File: config.mk
export PLATFORM = sky130hd
export DESIGN_NAME = laser_frame_feeder_flat
export DESIGN_NICKNAME = d
export VERILOG_FILES = /design/src/rtl/laser_pkg.sv /design/src/rtl/laser_frame_feeder_if.sv /design/src/rtl/laser_pingpong_buf.sv /design/src/rtl/laser_frame_feeder.sv /design/src/flat_wrapper.sv
export SDC_FILE = /design/constraint.sdc
export NUM_CORES = 1
export LEC_CHECK = 0
export ABC_AREA = 0
export CORE_ASPECT_RATIO = 0.7
export CORE_MARGIN = 3
export CORE_UTILIZATION = 45
export DETAILED_ROUTE_END_ITERATION = 8
export PLACE_DENSITY = 0.69
export SYNTH_ARGS = -nofsm -noshare
export SYNTH_HDL_FRONTEND = slang
export SYNTH_SLANG_ARGS = --single-unit
File: constraint.sdc
create_clock -name CLK -period 2.8 [get_ports CLK]
set_input_delay 0.42 -clock CLK [delete_from_list [all_inputs] [get_ports CLK]]
set_output_delay 0.42 -clock CLK [all_outputs]
set_load 0.05 [all_outputs]
File: src/rtl/laser_pkg.sv
// Shared types and constants for the laser-placement front end.
// Point format, frame size and feeder state encoding.
package laser_pkg;

  localparam int N_OBJ   = 40;
  localparam int COORD_W = 4;
  localparam int PTR_W   = $clog2(N_OBJ);

  typedef enum logic [1:0] {
    IDLE      = 2'd0,
    PULSE     = 2'd1,
    STREAM    = 2'd2,
    WAIT_DONE = 2'd3
  } feed_state_t;

  typedef struct packed {
    logic [COORD_W-1:0] x;
    logic [COORD_W-1:0] y;
  } point_t;

endpackage

File: src/rtl/laser_frame_feeder_if.sv
// Valid/ready point source feeding the frame feeder.
// master = point producer, slave = feeder.
interface laser_frame_feeder_if;
  import laser_pkg::*;

  logic               in_valid;
  logic               in_ready;
  logic [COORD_W-1:0] in_x;
  logic [COORD_W-1:0] in_y;

  modport master (
    output in_valid, in_x, in_y,
    input  in_ready
  );

  modport slave (
    input  in_valid, in_x, in_y,
    output in_ready
  );

endinterface

File: src/rtl/laser_pingpong_buf.sv
// Two-bank point store: write side fills a bank, read side
// drains it and hands it back with a release strobe.
module laser_pingpong_buf
  import laser_pkg::*;
(
  input  logic             CLK,
  input  logic             RST,
  input  logic             wr_en,
  input  point_t           wr_pt,
  output logic             wr_ready,
  input  logic [PTR_W-1:0] rd_ptr,
  output point_t           rd_pt,
  output logic             rd_full,
  input  logic             release_bank
);

  point_t           mem [0:1][0:N_OBJ-1];
  logic [1:0]       full;
  logic             wr_bank;
  logic             rd_bank;
  logic [PTR_W-1:0] wr_ptr;
  logic             wr_fire;

  assign wr_ready = !full[wr_bank] && !RST;
  assign wr_fire  = wr_en && wr_ready;
  assign rd_full  = full[rd_bank];
  assign rd_pt    = mem[rd_bank][rd_ptr];

  // Writer and reader never own the same bank at once
  always_ff @(posedge CLK) begin
    if (RST) begin
      full    <= '0;
      wr_bank <= 1'b0;
      rd_bank <= 1'b0;
      wr_ptr  <= '0;
    end else begin
      if (wr_fire) begin
        if (wr_ptr == PTR_W'(N_OBJ-1)) begin
          full[wr_bank] <= 1'b1;
          wr_bank       <= ~wr_bank;
          wr_ptr        <= '0;
        end else begin
          wr_ptr <= wr_ptr + PTR_W'(1);
        end
      end
      if (release_bank) begin
        full[rd_bank] <= 1'b0;
        rd_bank       <= ~rd_bank;
      end
    end
  end

  always_ff @(posedge CLK) begin
    if (wr_fire) mem[wr_bank][wr_ptr] <= wr_pt;
  end

endmodule

File: src/rtl/laser_frame_feeder.sv
// Frame feeder for the 40-point laser core: buffer, replay, capture.
// Optional watchdog on core DONE: define LASER_FEED_TIMEOUT_EN.
module laser_frame_feeder
  import laser_pkg::*;
#(
  parameter int TIMEOUT_CYC = 65535
) (
  input  logic               CLK,
  input  logic               RST,
  laser_frame_feeder_if.slave src,
  output logic               core_rst,
  output logic [COORD_W-1:0] core_x,
  output logic [COORD_W-1:0] core_y,
  input  logic               core_done,
  input  logic [COORD_W-1:0] core_c1x,
  input  logic [COORD_W-1:0] core_c1y,
  input  logic [COORD_W-1:0] core_c2x,
  input  logic [COORD_W-1:0] core_c2y,
  output logic               res_valid,
  output logic [COORD_W-1:0] res_c1x,
  output logic [COORD_W-1:0] res_c1y,
  output logic [COORD_W-1:0] res_c2x,
  output logic [COORD_W-1:0] res_c2y,
  output logic               res_err
);

  if (TIMEOUT_CYC < 1) begin : g_bad_timeout
    $error("TIMEOUT_CYC must be positive");
  end

  feed_state_t      state;
  feed_state_t      state_nx;
  logic [PTR_W-1:0] rd_ptr;
  point_t           rd_pt;
  point_t           wr_pt;
  point_t           hold_pt;
  logic             rd_full;
  logic             release_bank;
  logic             done_fire;
  logic             to_fire;

  assign wr_pt = '{x: src.in_x, y: src.in_y};

  laser_pingpong_buf u_buf (
    .CLK          (CLK),
    .RST          (RST),
    .wr_en        (src.in_valid),
    .wr_pt        (wr_pt),
    .wr_ready     (src.in_ready),
    .rd_ptr       (rd_ptr),
    .rd_pt        (rd_pt),
    .rd_full      (rd_full),
    .release_bank (release_bank)
  );

`ifdef LASER_FEED_TIMEOUT_EN
  localparam int CNT_W = $clog2(TIMEOUT_CYC + 1);
  logic [CNT_W-1:0] wd_cnt;

  always_ff @(posedge CLK) begin
    if (RST || state != WAIT_DONE) wd_cnt <= '0;
    else if (wd_cnt != CNT_W'(TIMEOUT_CYC)) wd_cnt <= wd_cnt + CNT_W'(1);
  end

  assign to_fire = (state == WAIT_DONE) &&
                   (wd_cnt == CNT_W'(TIMEOUT_CYC - 1));
`else
  assign to_fire = 1'b0;
`endif

  always_ff @(posedge CLK) begin
    if (RST) state <= IDLE;
    else     state <= state_nx;
  end

  always_comb begin
    state_nx     = state;
    release_bank = 1'b0;
    done_fire    = 1'b0;
    case (state)
      IDLE:   if (rd_full) state_nx = PULSE;
      PULSE:  state_nx = STREAM;
      STREAM: begin
        if (rd_ptr == PTR_W'(N_OBJ-1)) begin
          release_bank = 1'b1;
          state_nx     = WAIT_DONE;
        end
      end
      WAIT_DONE: begin
        if (core_done) begin
          done_fire = 1'b1;
          state_nx  = IDLE;
        end else if (to_fire) begin
          state_nx = IDLE;
        end
      end
      default: state_nx = IDLE;
    endcase
  end

  always_ff @(posedge CLK) begin
    if (RST) begin
      rd_ptr  <= '0;
      hold_pt <= '0;
    end else if (state == PULSE) begin
      rd_ptr <= '0;
    end else if (state == STREAM) begin
      rd_ptr  <= rd_ptr + PTR_W'(1);
      hold_pt <= rd_pt;
    end
  end

  // Points go straight from storage so point 0 follows the pulse
  assign core_rst = RST || (state == PULSE);
  assign core_x   = (state == STREAM) ? rd_pt.x : hold_pt.x;
  assign core_y   = (state == STREAM) ? rd_pt.y : hold_pt.y;

  always_ff @(posedge CLK) begin
    if (RST) begin
      res_valid <= 1'b0;
      res_err   <= 1'b0;
      res_c1x   <= '0;
      res_c1y   <= '0;
      res_c2x   <= '0;
      res_c2y   <= '0;
    end else begin
      res_valid <= done_fire || to_fire;
      res_err   <= to_fire && !done_fire;
      if (done_fire) begin
        res_c1x <= core_c1x;
        res_c1y <= core_c1y;
        res_c2x <= core_c2x;
        res_c2y <= core_c2y;
      end else if (to_fire) begin
        res_c1x <= '0;
        res_c1y <= '0;
        res_c2x <= '0;
        res_c2y <= '0;
      end
    end
  end

endmodule

File: src/flat_wrapper.sv
// flat-port wrapper written by rule: the top's interface ports become plain ports
module laser_frame_feeder_flat import laser_pkg::*;
#(
  parameter int TIMEOUT_CYC = 65535
)
  (CLK, RST, core_rst, core_x, core_y, core_done, core_c1x, core_c1y, core_c2x, core_c2y, res_valid, res_c1x, res_c1y, res_c2x, res_c2y, res_err, src_in_valid, src_in_x, src_in_y, src_in_ready);
  laser_frame_feeder_if src_i ();
  input  logic CLK;
  input  logic RST;
  output logic core_rst;
  output logic [COORD_W-1:0] core_x;
  output logic [COORD_W-1:0] core_y;
  input  logic core_done;
  input  logic [COORD_W-1:0] core_c1x;
  input  logic [COORD_W-1:0] core_c1y;
  input  logic [COORD_W-1:0] core_c2x;
  input  logic [COORD_W-1:0] core_c2y;
  output logic res_valid;
  output logic [COORD_W-1:0] res_c1x;
  output logic [COORD_W-1:0] res_c1y;
  output logic [COORD_W-1:0] res_c2x;
  output logic [COORD_W-1:0] res_c2y;
  output logic res_err;
  input wire logic [$bits(src_i.in_valid)-1:0] src_in_valid;
  input wire logic [$bits(src_i.in_x)-1:0] src_in_x;
  input wire logic [$bits(src_i.in_y)-1:0] src_in_y;
  output wire logic [$bits(src_i.in_ready)-1:0] src_in_ready;
  assign src_i.in_valid = src_in_valid;
  assign src_i.in_x = src_in_x;
  assign src_i.in_y = src_in_y;
  assign src_in_ready = src_i.in_ready;
  laser_frame_feeder #(.TIMEOUT_CYC(TIMEOUT_CYC)) u_core (.CLK(CLK), .RST(RST), .src(src_i), .core_rst(core_rst), .core_x(core_x), .core_y(core_y), .core_done(core_done), .core_c1x(core_c1x), .core_c1y(core_c1y), .core_c2x(core_c2x), .core_c2y(core_c2y), .res_valid(res_valid), .res_c1x(res_c1x), .res_c1y(res_c1y), .res_c2x(res_c2x), .res_c2y(res_c2y), .res_err(res_err));
endmodule
==> results of run 1 <==
## registers in the layout (all words and copies together), names as in the netlist, named ones only
register	flops
u_core.u_buf.mem	640
u_core.res_c2y	4
u_core.res_c1y	4
u_core.rd_ptr	6
u_core.u_buf.wr_bank	1
u_core.u_buf.full	2
u_core.u_buf.wr_ptr	6
u_core.res_valid	1
u_core.hold_pt	8
u_core.res_c1x	4
u_core.res_c2x	4
u_core.u_buf.rd_bank	1
u_core.state	2
## power by group through the flow
stage               registers (W)  logic, W  clock network [W]
detailed placement         0.0114  0.000596                  0
finish                     0.0112  0.000651            0.00909
global placement           0.0114  0.000576                  0
global route               0.0112  0.000689            0.00965
CTS                        0.0112  0.000635            0.00923
floorplan                  0.0114  0.000219                  0
## cells in the mapped netlist, types with 8 or more instances
master and number:
edfxtp_1 640, nor2_1 123, mux4_2 95, nand2_1 91, mux2i_1 79, dfxtp_1 44
a21oi_1 27, o22ai_1 26, clkbuf_1 25, mux2_1 25, mux2_2 22, buf_2 16
nand3_1 16, mux4_1 15, a221oi_1 13, buf_4 12, nor2b_1 12, a31oi_1 11
nand4_1 11, a22o_1 8, a311oi_1 8, and2_1 8, buf_12 8, o21ai_0 8
o221ai_1 8
## metal layers
layer / part of all wire [%] / up-vias / track usage, % / wire, um
met2: 43 / 744 / 30.2 / 28700
li1: - / 6551 / - / -
met4: 2.1 / 0 / 5.68 / 1440
met5: 0 / - / 0 / 0
met3: 11 / 121 / 8.04 / 7450
met1: 44 / 7826 / 31.3 / 29900
## cell type report
type / count / area, um2 / area share (%)
inverters: 8 / 30.0 / 0.0895
clock buffers: 86 / 1800 / 5.36
repair buffers: 328 / 3150 / 9.38
clock inverters: 34 / 418 / 1.24
well taps: 798 / 998 / 2.97
multi-input cells: 696 / 7070 / 21.1
flip-flops and latches: 684 / 20100 / 59.9
## cell usage in the layout (no fill, tap or decap), types with 8 or more instances in the layout
cell type	Yosys	routed
mux2i_1	79	65
clkdlybuf4s50_1	1	36
clkinv_1	0	12
nand2_1	91	84
a21oi_1	27	27
mux2_2	22	17
mux2_1	25	22
a311oi_1	8	8
a22o_1	8	8
mux2_4	0	8
a221oi_2	0	8
buf_12	8	33
buf_2	16	8
mux4_2	95	103
nor2b_1	12	12
buf_4	12	227
nor2_1	123	122
nand3_1	16	12
o22ai_1	26	14
edfxtp_1	640	640
nand4_1	11	11
clkinv_2	0	8
clkbuf_16	0	67
clkbuf_1	25	14
buf_6	7	12
dfxtp_1	44	41
## worst paths after layout
path | from | to | slack [ns] | cells after the start
max reg2reg | flop | u_core.hold_pt[6] | 0.14 | 8
min reg2reg | u_core.res_c2y[1] | u_core.res_c2y[1] | 0.46 | 2
max | flop | core_y[0] | -0.73 | 10
min | src_in_y[1] | u_core.u_buf.mem[1][137] | 0.25 | 1
## per-stage QoR
stage	cells	instance area [um2]
global placement	2471	30100
floorplan	1467	27200
global route	2634	33600
detailed placement	2471	30100
finish	2634	33600
CTS	2630	33300
## kinds of logic (layout without fill, tap and decap cells)
group	after synthesis	count (layout)
flops	684	684
simple gates	291	291
mux	236	236
compound gates	149	149
buf+inv	87	456
xor+xnor	12	12
fa+ha+maj	7	7
other cells	1	1
## repair_timing
item | 4_1_cts | 5_1_grt
resized for setup | 126 | 34
setup endpoints to repair | 8 | 9
buffers inserted | 37 | 4
hold buffers | 0 | 0
pin swaps | 27 | 21
gates cloned | 4 | 0
endpoints found under the hold margin | 0 | 0
==> flow_summary.json, run 1 <==
{
  "grt_start_max_net_pins": 81,
  "swShare_pct": 20.5,
  "peakVddDrop_mv": 0.542,
  "status": "finished with violations",
  "yosysTopAreaCell": "edfxtp_1",
  "clk_pin_slew_ns": 0.06,
  "rsz0062_at_grt": "true",
  "cp-end-kind": "output port",
  "synth_edf_count": 640,
  "p_total_w": 0.0209,
  "crit_arrival_ns": 3.11,
  "setup_tns_ns": -5.55,
  "ys_seq_area_share_pct": 74.0,
  "io_buffers": 54,
  "violations": "setup timing",
  "async_reset_ff_share_pct": 0,
  "synth.ff_latch_count": 684,
  "hold_class": "in2reg",
  "critPathBufInv": 5,
  "worst_hold_slack_ns": 0.253,
  "path_cells": "buf_12, buf_16, buf_4, mux4_2, o22ai_2, a211oi_1, a41oi_2, a31oi_2, buf_4, buf_8",
  "cp_top_family": "compound AO/OA/AOI/OAI gates",
  "min_period_ns": 3.53,
  "die_x_um": 300,
  "clockBufferDepth": 3,
  "ios": 56,
  "synthSimpleGateAreaFrac_pct": 4.80,
  "grt_pass1_wl_um": 99200,
  "track_usage_pct": 21.4,
  "diodes": 0,
  "die-area_mm2": 0.0634,
  "clock_power_share_pct": 43.4,
  "synth_warnings": 0,
  "cts_root_buf": "clkbuf_16",
  "cp_data_required_time_ns": 2.38,
  "synthesis.area_mm2": 0.0272,
  "synth_area_leaders": "edfxtp_1, mux4_2, dfxtp_1",
  "first_global_vias": 15289,
  "pre_cts_ws_ns": -0.346,
  "drt_first_pass_iters": 6,
  "switching_power_w": 0.00429,
  "p_leak_nw": 10.9,
  "syn2layout_area_growth_pct": 23.6,
  "rows": 74,
  "viasPerCell": 5.79,
  "clock_sinks": 684,
  "drv_slew": 0,
  "synth_xor_area_share_pct": 0.387,
  "final_layout_size_suffix_gt1_share_pct": 32.5,
  "dr_total_vias": 15242,
  "crit_type": "reg2out",
  "wl_um": 67400,
  "cts_tree": "done",
  "start_util_pct": 46.1,
  "synth-compound-area-share_pct": 3.96,
  "insertion_delay_ns": 0.61,
  "critPathLaunchType": "flop",
  "setup_slack_ns": -0.725,
  "intPower_w": 0.0167,
  "synth_top_family_by_area": "multiplexers",
  "synth-adder-area-share_pct": 0.322,
  "post-route-period-util_pct": 126,
  "syn-mean-instance-area_um2": 18.5,
  "seqPwrFrac_pct": 53.5,
  "fin_util_pct": 56.9,
  "fillerInstances": 4349,
  "antenna_found_initial": 1,
  "cts_max_level": 3,
  "die_y_um": 212,
  "yosys.area.top_type_share_pct": 70.7,
  "numCtsBuffers": 66,
  "netlist_instances": 1467,
  "cp_max_fo": 17,
  "synth_flop_cell": "edfxtp_1",
  "wire_per_inst_um": 25.6,
  "max_freq_ghz": 0.284,
  "finClkSkew_ns": 0.0222,
  "report.final.setup_viol": 8,
  "crit_top_cell": "buf_4",
  "grt-ovfl-total": 0,
  "syn-num-nets": 1502,
  "powerDensity_mw_per_mm2": 624,
  "slowest_stage": "dfxtp_4",
  "cp_slowest_stage_delay_ns": 0.38,
  "relSlewSlack_pct": 35.1,
  "finalHoldViolCount": 0,
  "final_nets": 1819,
  "drc": 0,
  "p_comb_share_pct": 3.1,
  "core-area_mm2": 0.0590,
  "cap_viol_max_count": 0,
  "antenna_left": 0,
  "synth.distinct_cells": 63,
  "muxShareOfSynthArea_pct": 14.2,
  "dp.final_hpwl_um": 43300,
  "tightestPinTransition_ns": 0.974,
  "first_iter_violations": 1832,
  "place.gp.congestion": 0.949
}
Power figures use the tool's default switching activity.
==> run 2: changes to the inputs <==
==> constraint.sdc (replaced) <==
create_clock -name CLK -period 3.5 [get_ports CLK]
set_input_delay 0.525 -clock CLK [delete_from_list [all_inputs] [get_ports CLK]]
set_output_delay 0.525 -clock CLK [all_outputs]
set_load 0.05 [all_outputs]
==> flow_summary.json, run 2 (same netlist as run 1, synthesis figures left out) <==
{
  "status": "finished with violations",
  "violations": "setup timing",
  "dpl.cell_count": 2410,
  "hold_class": "in2reg",
  "postCtsHoldBufs": 0,
  "drv_slew": 0,
  "hold_depth": 2,
  "peakVddDrop_mv": 0.338,
  "min_period_ns": 3.75,
  "grt_pass1_wl_um": 98800,
  "wire_per_inst_um": 26.7,
  "critPathLaunchType": "flop",
  "first_global_vias": 14841,
  "rr_startpoint": "u_core.u_buf.wr_bank",
  "fin_cells": 2556,
  "first_iter_violations": 1820,
  "clk_pin_slew_ns": 0.07,
  "r2r-end": "u_core.u_buf.mem[0][11]",
  "setup_slack_ns": -0.253,
  "min-delay-start": "src_in_x[0]",
  "layout_common_cells": "edfxtp_1, buf_4, nor2_1",
  "finalHoldViolCount": 0,
  "viasPerCell": 5.93,
  "placed_area_mm2": 0.0295,
  "fin_area_mm2": 0.0323,
  "regMostFlops": "u_core.u_buf.mem",
  "powerDensity_mw_per_mm2": 489,
  "dr_total_vias": 15166,
  "ff2ff_setup_slack_ns": 0.59,
  "track_usage_pct": 21.1,
  "rsz0062_at_grt": "true",
  "slowest_stage": "mux4_2",
  "largest_reg_flops": 640,
  "wl_um": 68100,
  "finClkSkew_ns": 0.0153,
  "crit_type": "reg2out",
  "diodes": 0,
  "grt_start_max_net_pins": 81,
  "cp_slowest_stage_delay_ns": 0.49,
  "start_util_pct": 46.1,
  "place.gp.congestion": 0.890,
  "relSlewSlack_pct": 18.4,
  "worst_hold_slack_ns": 0.419,
  "report.final.setup_viol": 8,
  "antenna_found_initial": 0,
  "min_to": "u_core.u_buf.mem[0][124]",
  "cp-end-kind": "output port",
  "die_x_um": 300,
  "top_regs": "u_core.u_buf.mem (640), u_core.hold_pt (8)",
  "final_nets": 1750,
  "pre_cts_ws_ns": -0.125,
  "final_common_cell": "edfxtp_1",
  "final_layout_size_suffix_gt1_share_pct": 28.6,
  "core-area_mm2": 0.0590,
  "p_leak_nw": 10.3,
  "crit_arrival_ns": 3.23,
  "cts_root_buf": "clkbuf_16",
  "rows": 74,
  "cp_max_fo": 7,
  "insertion_delay_ns": 0.60,
  "setup_tns_ns": -1.28,
  "clockBufferDepth": 3,
  "path_cells": "buf_6, mux4_2, mux2_4, a221o_1, a311oi_4, a31oi_1, buf_4, buf_8",
  "ios": 56,
  "io_buffers": 54,
  "syn2layout_area_growth_pct": 19.0,
  "numCtsBuffers": 58,
  "clock_sinks": 684,
  "cap_viol_max_count": 0,
  "drc": 0,
  "die-area_mm2": 0.0634,
  "antenna_left": 0,
  "drt_first_pass_iters": 6,
  "tightestPinTransition_ns": 1.22,
  "grt-ovfl-total": 0,
  "post-route-period-util_pct": 107,
  "ff2ff_path_depth": 6,
  "max_freq_ghz": 0.266,
  "dp.final_hpwl_um": 43300,
  "die_y_um": 212,
  "cts_max_level": 2,
  "cts_tree": "done",
  "cp_data_required_time_ns": 2.97
}
-- run 2: per-layer routing --
metal | share of wire [%] | track usage [%] | up-vias
met2 | 43 | 29.5 | 862
met4 | 1.8 | 4.28 | 0
met1 | 43 | 32.3 | 7828
met5 | 0 | 0 | -
met3 | 12 | 7.12 | 90
li1 | - | - | 6386
-- run 2: report_power, final --
part | switching [W] | internal [W]
Clock | 0.00279 | 0.00357
Combinational | 0.000338 | 0.000148
Sequential | 0.0000136 | 0.00894
-- run 2: how the worst max path moves through the flow --
stage | startpoint | endpoint | slack [ns] | cells after the start
floorplan | flop | core_x[2] | 0.53 | 10
global placement | flop | core_x[1] | -0.15 | 11
detailed placement | flop | core_x[1] | -0.13 | 10
CTS | flop | core_x[2] | -0.24 | 8
global route | flop | core_x[2] | -0.31 | 8
finish | flop | core_x[2] | -0.25 | 8
-- run 2: layout make-up --
type	instances	area [um2]
fill	4448	26600
sequential	684	20100
multi-input combinational	696	6830
timing repair buffer	267	2520
clock buffer	84	1660
tap	798	998
clock inverter	19	193
inverter	8	30.0
-- run 2: repair_timing --
action	in CTS	in global routing
endpoints found under the setup margin	8	8
buffers inserted	17	25
pin swaps	7	15
cloned	2	2
resized for setup	52	68
-- run 2: stage by stage --
| stage | power [W] | util [%] |
|---|---|---|
| final | 0.0158 | 54.8 |
| after global routing | 0.0163 | 54.8 |
| after CTS | 0.0159 | 53.9 |
| after detailed placement | 0.00960 | 50.0 |
| after global placement | 0.00958 | 50.0 |
| after floorplan | 0.00930 | - |
-- run 2: worst max-delay path: cells and delay by family (launching register included) --
kind	cells	cell delay, ns
DFF	1	0.42
AOI/OAI and AO/OA	3	0.95
buffers and inverters	3	0.48
muxes	2	0.76
==> run 3: changes to the inputs <==
--- a/config.mk
+++ b/config.mk
@@ -10,6 +10,7 @@
 export CORE_MARGIN = 3
 export CORE_UTILIZATION = 45
 export DETAILED_ROUTE_END_ITERATION = 8
+export GPL_ROUTABILITY_DRIVEN = 0
 export PLACE_DENSITY = 0.69
 export SYNTH_ARGS = -nofsm -noshare
 export SYNTH_HDL_FRONTEND = slang
==> results of run 3 <==
Same layout as run 2: the final DEF is identical, and so are final timing and power.
